`src/rtl/idle_wake_ctrl.sv`:
```
// idle_wake_ctrl: sequencer for the LoongArch IDLE instruction.
// Stops fetch on a retired IDLE and waits for the pipeline to drain.
// It then parks the core, optionally gating the core clock-enable, until an
// enabled interrupt is pending, and finally redirects fetch to the resume PC.
module idle_wake_ctrl #(
  parameter int PC_W     = 32,
  parameter int WAKE_DLY = 2    // clock-enable settle cycles, legal 1..15
) (
  input  logic            Clk,
  input  logic            Rest,
  input  logic            IdleReq,
  input  logic [PC_W-1:0] IdleNextPc,
  input  logic            IdleFlushEn,
  input  logic            IdleStopEn,
  input  logic            IntPending,
  input  logic            PipeEmpty,
  input  logic            ExtFlush,
  input  logic            PerfClr,
  output logic            FetchStop,
  output logic            PipeFlush,
  output logic [PC_W-1:0] FlushPc,
  output logic            CoreClkEn,
  output logic            IdleState,
  output logic            WakeValid,
  output logic [31:0]     SleepCycles
);

  typedef enum logic [1:0] {RUN, DRAIN, SLEEP, WAKE} state_e;

  // Wake counter counts down to zero, so the restart lands WAKE_DLY cycles
  // after the interrupt was seen.
  localparam logic [3:0] WAKE_LOAD = 4'(WAKE_DLY - 1);

  state_e            state_q, state_d;
  logic [PC_W-1:0]   resume_pc_q, resume_pc_d;
  logic [3:0]        wake_cnt_q, wake_cnt_d;
  logic [31:0]       sleep_cycles_q, sleep_cycles_d;
  logic              fetch_stop_q, fetch_stop_d;
  logic              core_clk_en_q, core_clk_en_d;
  logic              idle_state_q, idle_state_d;

  // Saturating increment for the sleep-cycle performance counter.
  function automatic logic [31:0] sat_inc32(input logic [31:0] v);
    return (v == 32'hFFFF_FFFF) ? v : v + 32'd1;
  endfunction

  // Next-state logic and the combinational flush/wake outputs.
  always_comb begin
    state_d     = state_q;
    resume_pc_d = resume_pc_q;
    wake_cnt_d  = wake_cnt_q;
    PipeFlush   = 1'b0;
    FlushPc     = '0;
    WakeValid   = 1'b0;
    unique case (state_q)
      RUN: begin
        if (IdleReq) begin
          resume_pc_d = IdleNextPc;
          state_d     = DRAIN;
          if (IdleFlushEn) begin
            PipeFlush = 1'b1;
            FlushPc   = IdleNextPc;
          end
        end
      end
      DRAIN: begin
        // An external redirect overrides everything; an interrupt skips sleep.
        if (ExtFlush) begin
          state_d = RUN;
        end else if (IntPending) begin
          state_d    = WAKE;
          wake_cnt_d = WAKE_LOAD;
        end else if (PipeEmpty) begin
          state_d = SLEEP;
        end
      end
      SLEEP: begin
        if (ExtFlush) begin
          state_d = RUN;
        end else if (IntPending) begin
          state_d    = WAKE;
          wake_cnt_d = WAKE_LOAD;
        end
      end
      WAKE: begin
        if (ExtFlush) begin
          state_d = RUN;
        end else if (wake_cnt_q == 4'd0) begin
          PipeFlush = 1'b1;
          FlushPc   = resume_pc_q;
          WakeValid = 1'b1;
          state_d   = RUN;
        end else begin
          wake_cnt_d = wake_cnt_q - 4'd1;
        end
      end
      default: state_d = RUN;
    endcase
  end

  // Registered decodes of the next state plus the sleep-cycle counter.
  always_comb begin
    fetch_stop_d   = (state_d != RUN);
    idle_state_d   = (state_d == SLEEP);
    core_clk_en_d  = (state_d == SLEEP) ? ~IdleStopEn : 1'b1;
    sleep_cycles_d = sleep_cycles_q;
    if (PerfClr) begin
      sleep_cycles_d = 32'd0;
    end else if (state_q == SLEEP) begin
      sleep_cycles_d = sat_inc32(sleep_cycles_q);
    end
  end

  // State and output registers; reset forces the clock-enable on at once.
  always_ff @(posedge Clk or negedge Rest) begin
    if (!Rest) begin
      state_q        <= RUN;
      resume_pc_q    <= '0;
      wake_cnt_q     <= 4'd0;
      sleep_cycles_q <= 32'd0;
      fetch_stop_q   <= 1'b0;
      core_clk_en_q  <= 1'b1;
      idle_state_q   <= 1'b0;
    end else begin
      state_q        <= state_d;
      resume_pc_q    <= resume_pc_d;
      wake_cnt_q     <= wake_cnt_d;
      sleep_cycles_q <= sleep_cycles_d;
      fetch_stop_q   <= fetch_stop_d;
      core_clk_en_q  <= core_clk_en_d;
      idle_state_q   <= idle_state_d;
    end
  end

  assign FetchStop   = fetch_stop_q;
  assign CoreClkEn   = core_clk_en_q;
  assign IdleState   = idle_state_q;
  assign SleepCycles = sleep_cycles_q;

endmodule

```
`config.mk`:
```
export PLATFORM = sky130hd
export DESIGN_NAME = idle_wake_ctrl
export DESIGN_NICKNAME = d
export VERILOG_FILES = /design/src/rtl/idle_wake_ctrl.sv
export SDC_FILE = /design/constraint.sdc
export NUM_CORES = 1
export LEC_CHECK = 0
export ABC_AREA = 0
export BUFFER_PORTS_ARGS = -buffer_cell sky130_fd_sc_hd__buf_4
export CORE_MARGIN = 3
export CORE_UTILIZATION = 56
export DETAILED_ROUTE_END_ITERATION = 8
export GPL_TIMING_DRIVEN = 0
export PLACE_DENSITY_LB_ADDON = 0.2
export SYNTH_ARGS = -nofsm -noshare
export SYNTH_HDL_FRONTEND = slang
export SYNTH_SLANG_ARGS = --single-unit
```
`constraint.sdc`:
```
create_clock -name Clk -period 3.85 [get_ports Clk]
set_clock_uncertainty 0.2 [all_clocks]
set_input_delay 0.1925 -clock Clk [delete_from_list [all_inputs] [get_ports Clk]]
set_output_delay 0.1925 -clock Clk [all_outputs]
set_load 0.02 [all_outputs]
```
==> run summary, run 1 <==
CTS Buffer Depth -> 2
Finished Layout Cells -> 632
Syn Inst Count -> 394
most common cell after layout, fill and taps aside -> buf_4
Gate power share -> 38.1%
DRC viols -> 0
row count -> 29
setup_tns -> 0 ns
Hold Crit Class -> in -> reg
core area -> 0.00649 mm^2
Buf/Inv on CP -> 3
Max IR drop VDD -> 0.000327 V
nature of the critical path endpoint -> output port
CP delay by family, top -> simple AND/OR/NAND/NOR gates
max cap viols -> 0
RSZ-0062 raised after global routing -> no
largest net degree at the start of global routing -> 74
Yosys reg bits -> 73
htree depth -> 3
Total Wirelength -> 11700 um
I/O Buffers -> 108
worst path cell trace -> inv_1, ha_1, or3b_2, nor3b_2, clkbuf_1, a22oi_1, nor2_1, buf_4
switching part of the total -> 37.4%
CTS tree -> yes
syn_nets -> 441
Final period util -> 89.9%
Sequential Power Share -> 41.9%
asr flop ratio synth -> 100%
minimum clock period -> 3.46 ns
count of pins over their slew limit -> 0
vias after detailed routing -> 3865
Worst Tran Pin Value -> 0.928 ns
Die Width -> 88.9 um
final net count -> 597
count of final setup violators -> 0
critical path arrival -> 3.07 ns
Max Fanout on Critical Path -> 10
clock share of power -> 20.0%
Cell Area, Placed -> 0.00476 mm^2
PD cells -> 495 mW/mm^2
register area -> 0.00183 mm^2
Post-Syn Area -> 0.00385 mm^2
Seq/Total Area, Yosys -> 47.5%
initial antenna violation count -> 0
initial core utilization -> 59.3%
WP data required -> 3.46 ns
# fillers -> 373
root buffer cell -> clkbuf_8
crit path launch type -> flip-flop
grt ovf -> 0
P&R area growth vs syn -> 37.4%
DP Cell Count -> 579
Psw -> 0.979 mW
diode count -> 0
Design Area, Final -> 0.00529 mm^2
vias in the first global route -> 3811
mean post-synth cell area -> 9.77 um^2
DPL Wire Length -> 7130 um
share of layout cells above drive strength 1 -> 29.7%
First-pass DRT Iterations -> 6
commonest non-fill, non-tap cells in the layout -> buf_4 (109), dfrtp_1 (72), nor2_1 (49)
final RePlAce weighted congestion -> 0.838
Die Y -> 88.9 um
P_leak -> 2.29 nW
Crit-path slowest cell -> or3b_2
Post-synth EDFFs -> 0
Critical Path Max Stage Delay -> 0.52 ns
first-pass GRT wire length -> 18000 um
clk slew on worst S/H paths -> 0.07 ns
Internal -> 1.64 mW
Sink Count -> 73
Unique masters post-synth -> 49
Slew HR -> 38.1%
synth warn -> 0
CTS buffer count -> 9
ANT nets after route -> 0
Main synth FF type -> dfrtp_1
Post-CTS Setup Bufs -> 0
WL/cell -> 18.5 um
Iter 0 DRT Violations -> 352
critical path class -> reg -> out
Multi-input gate area -> 0.00191 mm^2
Worst-Skew Late Latency -> 0.35 ns
IO Count -> 110
die area -> 0.00791 mm^2
vias per inst -> 6.12
fmax -> 0.289 GHz
GRT Overall Usage -> 29.4%
status -> finished clean
Hold Fails Final Rpt -> 0
==> power groups by stage <==
| stage | sequential, mW | combinational (mW) | clock, mW |
|---|---|---|---|
| global route | 1.11 | 1.07 | 0.565 |
| CTS | 1.08 | 0.961 | 0.517 |
| finish | 1.10 | 0.997 | 0.523 |
| floorplan | 1.08 | 0.623 | 0 |
| detailed placement | 1.09 | 0.921 | 0 |
| global placement | 1.08 | 0.888 | 0 |
==> worst register-to-register path, delay by kind of cell, from the launching register on <==
| family | cells | cell delay [ns] |
|---|---|---|
| buf+inv | 2 | 0.67 |
| flops | 1 | 0.41 |
| fa+ha+maj | 1 | 0.18 |
| compound gates | 3 | 0.76 |
| simple gates | 2 | 0.64 |
==> path summary, 6_finish.rpt <==
check | to | startpoint | slack, ns | cells past startpoint
worst max-delay path | FlushPc[30] | wake_cnt_q[0]$_DFFE_PN0P_ | 0.39 | 8
worst min-delay path | SleepCycles[2]$_DFFE_PN0P_ | PerfClr | 0.11 | 3
worst max register to register | CoreClkEn$_DFF_PN1_ | wake_cnt_q[0]$_DFFE_PN0P_ | 0.90 | 8
worst min register to register | resume_pc_q[16]$_DFFE_PN0P_ | resume_pc_q[16]$_DFFE_PN0P_ | 0.31 | 1
max in group asynchronous | resume_pc_q[10]$_DFFE_PN0P_ | Rest | 2.52 | 2
min in group asynchronous | wake_cnt_q[3]$_DFFE_PN0P_ | Rest | 0.33 | 2
==> stage by stage <==
step | hold slack [ns] | utilization [%] | total power [mW] | worst slack [ns]
6_report | 0.109 | 81.5 | 2.62 | 0.390
5_1_grt | 0.125 | 81.5 | 2.74 | 0.291
4_1_cts | 0.0961 | 81.4 | 2.56 | 0.234
3_5_place_dp | 0.147 | 73.3 | 2.01 | 0.590
3_3_place_gp | 0.146 | 73.3 | 1.97 | 0.689
2_1_floorplan | -0.303 | - | 1.71 | 0.992
==> sequential cells by signal (all words and copies together), names as in the netlist <==
| name | count |
|---|---|
| SleepCycles | 32 |
| CoreClkEn | 1 |
| state_q | 2 |
| FetchStop | 1 |
| wake_cnt_q | 4 |
| IdleState | 1 |
| resume_pc_q | 32 |
==> repair_timing <==
| item | 4_1_cts | 5_1_grt |
|---|---|---|
| resized for setup | 0 | 1 |
| hold endpoints to repair | 106 | 0 |
| hold buffers | 37 | 0 |
| endpoints found under the setup margin | 0 | 2 |
==> metal layers <==
layer | track usage (%) | wire, um
met4 | 12.0 | 273
met2 | 50.2 | 6030
met1 | 36.9 | 4600
met5 | 0 | 0
met3 | 5.53 | 808
==> layout make-up <==
class                   count  share of cell area (%)
flip-flops and latches     73                    34.5
inverters                  10                   0.709
plain buffers              20                    1.51
clock buffers              12                    2.55
multi-input cells         291                    36.1
repair buffers            145                    22.3
well taps                  77                    1.82
clock inverters             4                   0.426
==> cell families after synthesis <==
family / synth area share, %
muxes: 9.91
AOI/OAI and AO/OA: 17.0
buffers and inverters: 3.05
DFF: 47.5
adders and majority gates: 1.95
and+or+nand+nor: 19.5
xor gates and xnor gates: 1.14
==> cells in the mapped netlist, types with 2 or more instances <==
| cell | n | area, um^2 |
|---|---|---|
| clkbuf_1 | 14 | 52.6 |
| nor4_1 | 5 | 31.3 |
| nand4_1 | 12 | 75.1 |
| ha_1 | 6 | 75.1 |
| or3_1 | 20 | 125 |
| or4_1 | 5 | 37.5 |
| and3_1 | 4 | 25.0 |
| nand3_1 | 11 | 55.1 |
| nand2b_1 | 6 | 37.5 |
| a22oi_1 | 32 | 240 |
| nand2_1 | 17 | 63.8 |
| inv_1 | 10 | 37.5 |
| a22o_1 | 2 | 17.5 |
| xnor2_1 | 4 | 35.0 |
| and4_1 | 2 | 17.5 |
| mux2_2 | 33 | 372 |
| nor3_1 | 2 | 10.0 |
| a21oi_1 | 29 | 145 |
| and2_1 | 2 | 12.5 |
| buf_1 | 4 | 15.0 |
| o21ai_0 | 24 | 120 |
| dfrtp_1 | 72 | 1800 |
| o31ai_1 | 4 | 30.0 |
| nor2_1 | 49 | 184 |
(Power assumes the default switching activity.)
==> run 2, diff against run 1 <==
CORE_MARGIN = 10   (was 3)
MAX_ROUTING_LAYER = met4   (was default)
==> run summary, run 2 (synthesis results as in run 1) <==
Hold Fails Final Rpt -> 0
Slew HR -> 38.7%
Design Area, Final -> 0.00529 mm^2
PD cells -> 491 mW/mm^2
Die Y -> 103 um
register area -> 0.00183 mm^2
first-pass GRT wire length -> 19700 um
# fillers -> 450
RSZ-0062 raised after global routing -> no
Total Wirelength -> 12200 um
ANT nets after route -> 0
Max Fanout on Critical Path -> 10
critical path arrival -> 3.24 ns
max cap viols -> 0
final net count -> 597
vias after detailed routing -> 3852
Iter 0 DRT Violations -> 230
commonest non-fill, non-tap cells in the layout -> buf_4 (109), dfrtp_1 (72), nor2_1 (49)
WL/cell -> 19.3 um
Hold Crit Class -> in -> reg
status -> finished clean
Post-CTS Setup Bufs -> 0
Final period util -> 94.4%
cts repair resizes -> 0
fmax -> 0.275 GHz
count of pins over their slew limit -> 0
Max IR drop VDD -> 0.000249 V
setup_tns -> 0 ns
GRT Overall Usage -> 24.2%
initial antenna violation count -> 0
root buffer cell -> clkbuf_8
Die Width -> 103 um
largest net degree at the start of global routing -> 74
Cell Area, Placed -> 0.00476 mm^2
Worst-Skew Late Latency -> 0.34 ns
clk slew on worst S/H paths -> 0.08 ns
die area -> 0.0106 mm^2
core area -> 0.00676 mm^2
most common cell after layout, fill and taps aside -> buf_4
WP data required -> 3.46 ns
I/O Buffers -> 108
minimum clock period -> 3.63 ns
critical path class -> reg -> out
initial core utilization -> 57.0%
crit path launch type -> flip-flop
vias per inst -> 6.08
vias in the first global route -> 3943
Worst Tran Pin Value -> 0.920 ns
grt ovf -> 0
DRC viols -> 0
Sink Count -> 73
CTS tree -> yes
CTS buffer count -> 9
Multi-input gate area -> 0.00191 mm^2
row count -> 30
nature of the critical path endpoint -> output port
CTS Buffer Depth -> 2
IO Count -> 110
final RePlAce weighted congestion -> 0.892
P&R area growth vs syn -> 37.2%
count of final setup violators -> 0
P_leak -> 2.29 nW
share of layout cells above drive strength 1 -> 29.7%
First-pass DRT Iterations -> 5
DPL Wire Length -> 7860 um
htree depth -> 3
[run 2: cell types whose count changed in the layout (fill, tap and decap cells not counted), sizes merged]
cell	before	now
diode	0	1
clkbuf	26	24
[run 2: worst max-delay path, stage by stage, from the launching register on]
cell	delay, ns
dfrtp_1	0.41
inv_1	0.09
ha_1	0.17
or3b_2	0.50
nor3b_1	0.78
clkbuf_1	0.47
a22oi_1	0.13
nor2_1	0.18
buf_4	0.17
[run 2: power by group]
group	switching [mW]	total, mW	internal (mW)
sequential	0.129	1.10	0.972
combinational	0.556	0.991	0.435
clock	0.280	0.504	0.224
total	0.965	2.60	1.63
[run 2: layout make-up]
| type | count | area share [%] |
|---|---|---|
| flip-flops and latches | 73 | 34.6 |
| clock buffers | 10 | 2.41 |
| well taps | 80 | 1.89 |
| repair buffers | 145 | 22.3 |
| plain buffers | 20 | 1.52 |
| multi-input cells | 291 | 36.1 |
| inverters | 10 | 0.710 |
| clock inverters | 4 | 0.426 |
| diodes | 1 | 0.0473 |
[run 2: metrics by stage]
stage | util (%) | worst slack [ns] | cells | hold slack (ns) | power [mW]
after floorplan | - | 0.992 | 394 | -0.303 | 1.71
after global placement | 70.5 | 0.701 | 582 | 0.149 | 1.97
after detailed placement | 70.5 | 0.673 | 582 | 0.154 | 2.02
after CTS | 78.2 | 0.301 | 633 | 0.0901 | 2.55
after global routing | 78.2 | 0.00209 | 633 | 0.113 | 2.74
final | 78.2 | 0.217 | 634 | 0.0892 | 2.60
[run 2: layer usage]
metal	global-route usage [%]	up-vias	wire, um
met3	5.09	38	788
li1	-	1778	-
met4	11.1	0	391
met2	40.7	165	6180
met1	27.1	1871	4880
met5	-	-	0
[run 2: final timing paths]
| kind | start | to | slack (ns) | cells after the start |
|---|---|---|---|---|
| setup / recovery | wake_cnt_q[0]$_DFFE_PN0P_ | FlushPc[22] | 0.22 | 8 |
| hold / removal | PerfClr | SleepCycles[2]$_DFFE_PN0P_ | 0.09 | 3 |
| setup reg to reg | wake_cnt_q[0]$_DFFE_PN0P_ | CoreClkEn$_DFF_PN1_ | 1.07 | 8 |
| hold reg to reg | resume_pc_q[28]$_DFFE_PN0P_ | resume_pc_q[28]$_DFFE_PN0P_ | 0.31 | 1 |
| max in group asynchronous | Rest | SleepCycles[9]$_DFFE_PN0P_ | 2.52 | 2 |
| min in group asynchronous | Rest | resume_pc_q[2]$_DFFE_PN0P_ | 0.34 | 2 |
[run 2: repair_timing]
action	4_1_cts	5_1_grt
hold buffers	37	0
setup endpoints to repair	0	0
hold endpoints to repair	106	0
==> run 3, diff against run 2 <==
CTS_BUF_LIST = sky130_fd_sc_hd__clkbuf_16   (was default)
==> run summary, run 3 (synthesis results as in run 1) <==
critical path class -> reg -> out
register area -> 0.00183 mm^2
DPL Wire Length -> 7860 um
vias per inst -> 6.21
Max Fanout on Critical Path -> 10
most common cell after layout, fill and taps aside -> buf_4
row count -> 30
Total Wirelength -> 12600 um
Internal -> 1.83 mW
# fillers -> 420
htree depth -> 3
Cell Area, Placed -> 0.00476 mm^2
Gate power share -> 35.3%
Critical Path Max Stage Delay -> 0.79 ns
Crit-path slowest cell -> nor3b_1
Die Width -> 103 um
CTS buffer count -> 9
P&R area growth vs syn -> 39.5%
root buffer cell -> clkbuf_16
Worst Tran Pin Value -> 0.926 ns
Final period util -> 95.6%
Finished Layout Cells -> 632
PD cells -> 531 mW/mm^2
WL/cell -> 19.9 um
DRC viols -> 0
count of pins over their slew limit -> 0
nature of the critical path endpoint -> output port
Die Y -> 103 um
Max IR drop VDD -> 0.000351 V
P_leak -> 2.34 nW
DP Cell Count -> 582
Worst-Skew Late Latency -> 0.33 ns
Multi-input gate area -> 0.00191 mm^2
worst path cell trace -> inv_1, ha_1, or3b_2, nor3b_1, clkbuf_1, a22oi_1, nor2_1, buf_4
vias after detailed routing -> 3922
Hold Crit Class -> in -> reg
largest net degree at the start of global routing -> 74
ANT nets after route -> 0
Sink Count -> 73
final net count -> 596
final RePlAce weighted congestion -> 0.892
fmax -> 0.272 GHz
setup_tns -> 0 ns
switching part of the total -> 35.9%
Psw -> 1.02 mW
WP data required -> 3.46 ns
Design Area, Final -> 0.00537 mm^2
Hold WS -> 0.0864 ns
clock share of power -> 25.9%
critical path arrival -> 3.29 ns
initial core utilization -> 57.0%
Iter 0 DRT Violations -> 300
CTS tree -> yes
grt ovf -> 0
count of final setup violators -> 0
Sequential Power Share -> 38.9%
core area -> 0.00676 mm^2
share of layout cells above drive strength 1 -> 29.7%
cts repair resizes -> 0
diode count -> 0
RSZ-0062 raised after global routing -> no
CTS Buffer Depth -> 2
max cap viols -> 0
GRT Overall Usage -> 24.7%
IO Count -> 110
Hold Fails Final Rpt -> 0
Buf/Inv on CP -> 3
status -> finished clean
commonest non-fill, non-tap cells in the layout -> buf_4 (109), dfrtp_1 (72), nor2_1 (49)
crit path launch type -> flip-flop
initial antenna violation count -> 0
vias in the first global route -> 4036
Slew HR -> 38.1%
die area -> 0.0106 mm^2
First-pass DRT Iterations -> 5
clk slew on worst S/H paths -> 0.06 ns
minimum clock period -> 3.68 ns
CP delay by family, top -> simple AND/OR/NAND/NOR gates
I/O Buffers -> 108
first-pass GRT wire length -> 20100 um
-- run 3: per-stage QoR --
stage / setup WS [ns] / power [mW] / utilization, %
2_1_floorplan: 0.992 / 1.71 / -
3_3_place_gp: 0.701 / 1.97 / 70.5
3_5_place_dp: 0.673 / 2.02 / 70.5
4_1_cts: 0.303 / 2.78 / 79.5
5_1_grt: 0.0213 / 2.98 / 79.5
6_report: 0.169 / 2.85 / 79.5
-- run 3: tightest hold or removal path: cells and delay by family --
family	cells	cell delay [ns]
compound gates	1	0.15
simple gates	1	0.12
buf+inv	1	0.11
-- run 3: what timing repair did --
item,CTS,global route
setup buffers,0,0
hold buffers,36,0
endpoints found under the hold margin,106,0
-- run 3: final timing paths --
check | slack (ns) | to | start | cells after the start
min reg2reg | 0.31 | resume_pc_q[7]$_DFFE_PN0P_ | resume_pc_q[7]$_DFFE_PN0P_ | 1
max reg2reg | 1.05 | SleepCycles[1]$_DFFE_PN0P_ | SleepCycles[17]$_DFFE_PN0P_ | 7
min in group asynchronous | 0.34 | wake_cnt_q[3]$_DFFE_PN0P_ | Rest | 2
max | 0.17 | FlushPc[2] | wake_cnt_q[0]$_DFFE_PN0P_ | 8
max in group asynchronous | 2.51 | resume_pc_q[20]$_DFFE_PN0P_ | Rest | 2
min | 0.09 | CoreClkEn$_DFF_PN1_ | ExtFlush | 3
-- run 3: power by group through the flow --
stage / clock (mW) / sequential [mW] / combinational, mW
global placement: 0 / 1.08 / 0.897
floorplan: 0 / 1.08 / 0.623
CTS: 0.731 / 1.08 / 0.967
detailed placement: 0 / 1.09 / 0.924
finish: 0.739 / 1.11 / 1.01
global route: 0.771 / 1.12 / 1.08
-- run 3: layout make-up --
class	instances	share of cell area, %
tap	80	1.86
buffer	20	1.49
timing repair buffer	144	21.8
clock buffer	9	4.19
sequential	73	34.0
inverter	10	0.698
multi-input combinational	291	35.5
clock inverter	5	0.489
-- run 3: per-layer routing --
layer  track usage [%]  wire, um  vias to the layer above
met1              28.0      4730                     1894
met4              12.4       378                        0
met5                 -         0                        -
met2              41.2      6560                      212
li1                  -         -                     1775
met3              4.56       929                       41
